--- config.mk ---
export PLATFORM = sky130hd
export DESIGN_NAME = producer_data_packer
export DESIGN_NICKNAME = d
export VERILOG_FILES = /design/src/rtl/producer_data_packer.sv
export SDC_FILE = /design/constraint.sdc
export NUM_CORES = 1
export LEC_CHECK = 0
export CORE_ASPECT_RATIO = 0.75
export CORE_UTILIZATION = 40
export CTS_CLUSTER_DIAMETER = 200
export DETAILED_ROUTE_END_ITERATION = 16
export MAX_ROUTING_LAYER = met4
export SLEW_MARGIN = 40
export SYNTH_ARGS = -nofsm -noshare
export SYNTH_HDL_FRONTEND = slang
export SYNTH_SLANG_ARGS = --single-unit
--- constraint.sdc ---
create_clock -name clk -period 2 [get_ports clk]
set_input_delay 0.2 -clock clk [delete_from_list [all_inputs] [get_ports clk]]
set_output_delay 0.2 -clock clk [all_outputs]
set_load 0.01 [all_outputs]
--- src/rtl/producer_data_packer.sv ---
// producer_data_packer
//   Packs ELEM_WIDTH accelerator elements into OUT_WIDTH words for the
//   producer_data slave port. The first element accepted into a word lands
//   in the least significant slice. A level flush request forces out a
//   partially filled word. flush_done_o confirms that nothing is left
//   in the accumulator or in the output register.
//
// Ports
//   clk, rst_n      clock, asynchronous active-low reset
//   in_valid/ready  element handshake from the accelerator
//   in_data         element payload
//   flush_i         flush request; held until flush_done_o is seen
//   flush_done_o    accumulator empty and output register drained (combinational)
//   out_valid/ready packed word handshake to producer_data
//   out_data        packed word; unused upper slices of a partial word are zero
//   out_num_elems   number of valid elements in out_data
//   elem_count_o    running count of elements handed downstream, wraps
module producer_data_packer #(
  parameter int ELEM_WIDTH = 32,
  parameter int OUT_WIDTH  = 64,
  parameter int CNT_WIDTH  = 32,
  localparam int N  = OUT_WIDTH / ELEM_WIDTH,
  localparam int NW = $clog2(N) + 1
) (
  input  logic                  clk,
  input  logic                  rst_n,
  input  logic                  in_valid,
  output logic                  in_ready,
  input  logic [ELEM_WIDTH-1:0] in_data,
  input  logic                  flush_i,
  output logic                  flush_done_o,
  output logic                  out_valid,
  input  logic                  out_ready,
  output logic [OUT_WIDTH-1:0]  out_data,
  output logic [NW-1:0]         out_num_elems,
  output logic [CNT_WIDTH-1:0]  elem_count_o
);

  localparam int CW = (N > 1) ? $clog2(N) : 1;
  localparam logic [CW-1:0] LAST = CW'(N - 1);

  logic [OUT_WIDTH-1:0] acc;
  logic [CW-1:0]        acc_cnt;
  logic [OUT_WIDTH-1:0] acc_ins;
  logic                 out_free;
  logic                 accept;
  logic                 full_load;
  logic                 flush_load;
  logic                 load;
  logic [OUT_WIDTH-1:0] load_data;
  logic [NW-1:0]        load_num;

  // The output register can take a new word when it is empty or when its
  // current word is being consumed in this same cycle.
  assign out_free     = !out_valid || out_ready;
  assign in_ready     = !flush_i && ((acc_cnt != LAST) || out_free);
  assign accept       = in_valid && in_ready;
  assign full_load    = accept && (acc_cnt == LAST);
  // in_ready is low during a flush, so the two load sources never coincide.
  assign flush_load   = flush_i && (acc_cnt != '0) && out_free;
  assign load         = full_load || flush_load;
  assign flush_done_o = flush_i && (acc_cnt == '0) && !out_valid;

  // Accumulator with the incoming element placed in slice acc_cnt.
  always_comb begin
    acc_ins = acc;
    for (int k = 0; k < N; k++) begin
      if (acc_cnt == CW'(k)) acc_ins[k*ELEM_WIDTH +: ELEM_WIDTH] = in_data;
    end
  end

  // The accumulator is cleared after every word and filled in order, so
  // the slices above acc_cnt are already zero for a partial flush.
  assign load_data = full_load ? acc_ins : acc;
  assign load_num  = full_load ? NW'(N) : NW'(acc_cnt);

  always_ff @(posedge clk or negedge rst_n) begin
    if (!rst_n) begin
      acc     <= '0;
      acc_cnt <= '0;
    end else if (load) begin
      acc     <= '0;
      acc_cnt <= '0;
    end else if (accept) begin
      acc     <= acc_ins;
      acc_cnt <= acc_cnt + CW'(1);
    end
  end

  always_ff @(posedge clk or negedge rst_n) begin
    if (!rst_n) begin
      out_valid     <= 1'b0;
      out_data      <= '0;
      out_num_elems <= '0;
    end else if (load) begin
      out_valid     <= 1'b1;
      out_data      <= load_data;
      out_num_elems <= load_num;
    end else if (out_valid && out_ready) begin
      out_valid     <= 1'b0;
    end
  end

  always_ff @(posedge clk or negedge rst_n) begin
    if (!rst_n) begin
      elem_count_o <= '0;
    end else if (out_valid && out_ready) begin
      elem_count_o <= elem_count_o + CNT_WIDTH'(out_num_elems);
    end
  end

endmodule

==> results.json, run 1 <==
{
  "status": "complete, no violations",
  "cap_viol_max_count": 0,
  "wl_per_cell_um": 17.4,
  "finalCritPeriodShare_pct": 99.1,
  "grt_max_degree": 66,
  "clk_pin_slew_ns": 0.06,
  "clock-skew-final_ns": 0.00988,
  "hold_depth": 2,
  "synth.top_cells.by_count": "164 x dfrtp_1, 65 x o21ai_0, 39 x inv_1",
  "place_area_sq_um": 8770,
  "p_int_mw": 8.62,
  "cts.sinks": 164,
  "cts_buffers": 17,
  "clk_latency_ns": 0.43,
  "endpoint_kind": "flop",
  "critPathArrivalTime_ns": 2.29,
  "rr_worst_depth": 8,
  "synth_flop_cell": "dfrtp_1",
  "worst_slew_pin_slew_ns": 0.461,
  "seq_area_frac_synth_pct": 57.9,
  "io_pins": 138,
  "ff2ff_setup_slack_ns": 0.02,
  "p_sw_mw": 4.19,
  "swShare_pct": 32.7,
  "fin_crit_ns": 1.98,
  "cts_tree": "built",
  "first_pass_iters": 5,
  "synth_fp_nets": 649,
  "fin_util_pct": 55.3,
  "seq_power_share_pct": 37.8,
  "fin_cells": 996,
  "power_density_nw_per_um2": 1360,
  "htreeDepth": 4,
  "rsz0062_at_grt": "yes",
  "ir_drop_mv": 0.584,
  "die_y_um": 117,
  "drive_above_1_share_pct": 14.3,
  "holdPathEnd": "out_data[62]",
  "reg2reg_from": "elem_count_o[0]",
  "die_w_um": 156,
  "min_from": "flush_i",
  "cts-root-buf": "clkbuf_16",
  "clockBufferDepth": 2,
  "slew_viol_final": 0,
  "dp.final_hpwl_um": 11000,
  "setup_viol": 0,
  "wl_um": 17300,
  "critPathMaxFanout": 11,
  "place_ws_ns": 0.0148,
  "path_cells": "ha_2 > inv_2 > fa_2 > nand3b_1 > nor4_4 > buf_12 > nand4_1 > xnor2_1",
  "rr_endpoint": "elem_count_o[26]",
  "port_buffers": 137,
  "synth_top_area_cell": "dfrtp_1",
  "fmax_mhz": 504,
  "syn_area_per_cell_sq_um": 11.6,
  "start_kind": "flop",
  "grt_pass1_wl_um": 28400,
  "synth.most_common_cell": "dfrtp_1",
  "grt.total_usage_pct": 20.7,
  "grt_pass1_vias": 5153,
  "yosys-top-cells-area": "dfrtp_1 58%, o21ai_0 4.6%, mux2_4 3.6%",
  "required_ns": 2.31,
  "antenna_left": 0,
  "crit_path_top_delay_cell": "dfrtp_1",
  "core_sq_um": 17100,
  "ys_warn_count": 0,
  "startpoint": "elem_count_o[0]",
  "design_area_sq_um": 9440,
  "slew_headroom_pct": 69.3,
  "power_mw": 12.8,
  "worst_hold_slack_ns": 0.170,
  "drc_errors": 0,
  "grt_overflow": 0,
  "diodes": 0,
  "gp_congestion": 0.784,
  "die-area_sq_um": 18300,
  "synth-edff-count": 0,
  "hold_violations": 0,
  "final.setup.worst_slack_ns": 0.0176,
  "ys_seq_elements": 164,
  "synth_top_cell_area_share_pct": 57.9,
  "synthCells": 609,
  "comb_power_share_pct": 35.9,
  "post-place-cells": 960,
  "synth_cell_type_count": 39,
  "synth_area_sq_um": 7090,
  "drt-initial-drc-count": 299,
  "min_path_type": "in2reg",
  "syn_to_final_growth_pct": 33.2,
  "crit_type": "reg2reg",
  "synth_async_sr_flop_share_pct": 100,
  "power_frac_clock_pct": 26.3,
  "slowest_delay_ns": 0.37,
  "nets": 787,
  "fp-row-count": 41,
  "fin_setup_tns_ns": 0,
  "vias": 5112,
  "vias_per_cell": 5.13,
  "initial_core_util_pct": 41.5,
  "leakagePower_nw": 4.13,
  "antenna_found_initial": 0
}
logic make-up (layout without fill, tap and decap cells):
logic type / Yosys count / count (layout) / synth area share [%]
AO/OA/AOI/OAI: 135 / 135 / 11.3
XOR/XNOR: 31 / 31 / 3.83
adder cells (fa/ha/maj): 3 / 3 / 0.635
buffers and inverters: 84 / 235 / 5.72
flip-flops: 164 / 164 / 57.9
multiplexers: 34 / 34 / 6.28
AND/OR/NAND/NOR: 158 / 158 / 14.3
layout make-up:
cell class | count | area (sq um)
Fill cell | 1447 | 7640
Sequential cell | 164 | 4110
Multi-Input combinational cell | 361 | 2630
Timing Repair Buffer | 164 | 1660
Clock buffer | 17 | 425
Tap cell | 236 | 295
Clock inverter | 15 | 181
Inverter | 39 | 146
cell usage in the layout, fill, tap and decap left out, types with 2 or more instances in the layout:
cell and n:
nand3_1 7, and2_1 34, inv_6 3, a22oi_1 32, xnor2_1 25, nor2_1 3, bufinv_16 3, nor3_1 2
inv_1 38, o21ai_0 65, a31oi_1 33, buf_2 2, a21oi_1 2, and3_1 6, and4_1 3, buf_4 19
xor2_1 5, buf_12 7, nand2_1 12, clkinvlp_4 2, clkinv_2 3, clkinv_4 4, nor2b_1 32, clkbuf_16 17
nand4_1 15, nor3b_1 2, clkdlybuf4s50_1 133, mux2_2 16, dfrtp_1 163, nand3b_1 33, mux2_4 17
what timing repair did:
item,CTS,global route
resized for setup,0,10
setup buffers,1,2
pin swaps,0,1
hold buffers,1,0
endpoints found under the setup margin,3,15
endpoints found under the hold margin,42,0
power by group through the flow:
stage / Sequential, mW / Clock, mW / Combinational (mW)
detailed placement: 4.88 / 0 / 4.59
finish: 4.85 / 3.36 / 4.60
global placement: 4.85 / 0 / 4.51
floorplan: 4.99 / 0 / 2.27
global route: 4.96 / 3.58 / 5.01
CTS: 4.85 / 3.44 / 4.61
worst max-delay path: cells and delay by family (launching register included):
family	cells	cell delay [ns]
AND/OR/NAND/NOR	3	0.62
adder cells (fa/ha/maj)	2	0.51
flip-flops	1	0.37
buffers and inverters	2	0.21
XOR/XNOR	1	0.15
registers in the layout, summed over array words and instances, names as in the netlist:
register	flops
elem_count_o	32
out_data	64
acc_cnt	1
out_valid	1
acc	64
out_num_elems	2
routing by layer:
metal	wire [um]	vias to the layer above	track usage [%]
met5	0	-	-
met4	197	0	5.64
met3	767	13	4.84
met2	7610	142	29.0
met1	8720	2566	29.9
li1	-	2391	-
worst max path at each step:
stage / to / cells after the start
after floorplan: elem_count_o[26] / 8
after global placement: elem_count_o[28] / 8
after detailed placement: elem_count_o[26] / 8
after CTS: elem_count_o[26] / 8
after global routing: elem_count_o[24] / 8
final: elem_count_o[26] / 8
Power figures use the tool's default switching activity.
==> run 2, diff against run 1 <==
--- a/config.mk
+++ b/config.mk
@@ -5,9 +5,10 @@
 export SDC_FILE = /design/constraint.sdc
 export NUM_CORES = 1
 export LEC_CHECK = 0
+export CAP_MARGIN = 20
 export CORE_ASPECT_RATIO = 0.75
 export CORE_UTILIZATION = 40
-export CTS_CLUSTER_DIAMETER = 200
+export CTS_CLUSTER_DIAMETER = 40
 export DETAILED_ROUTE_END_ITERATION = 16
 export MAX_ROUTING_LAYER = met4
 export SLEW_MARGIN = 40
==> results of run 2 <==
The final DEF is identical to that of run 1; final timing and power are the same.
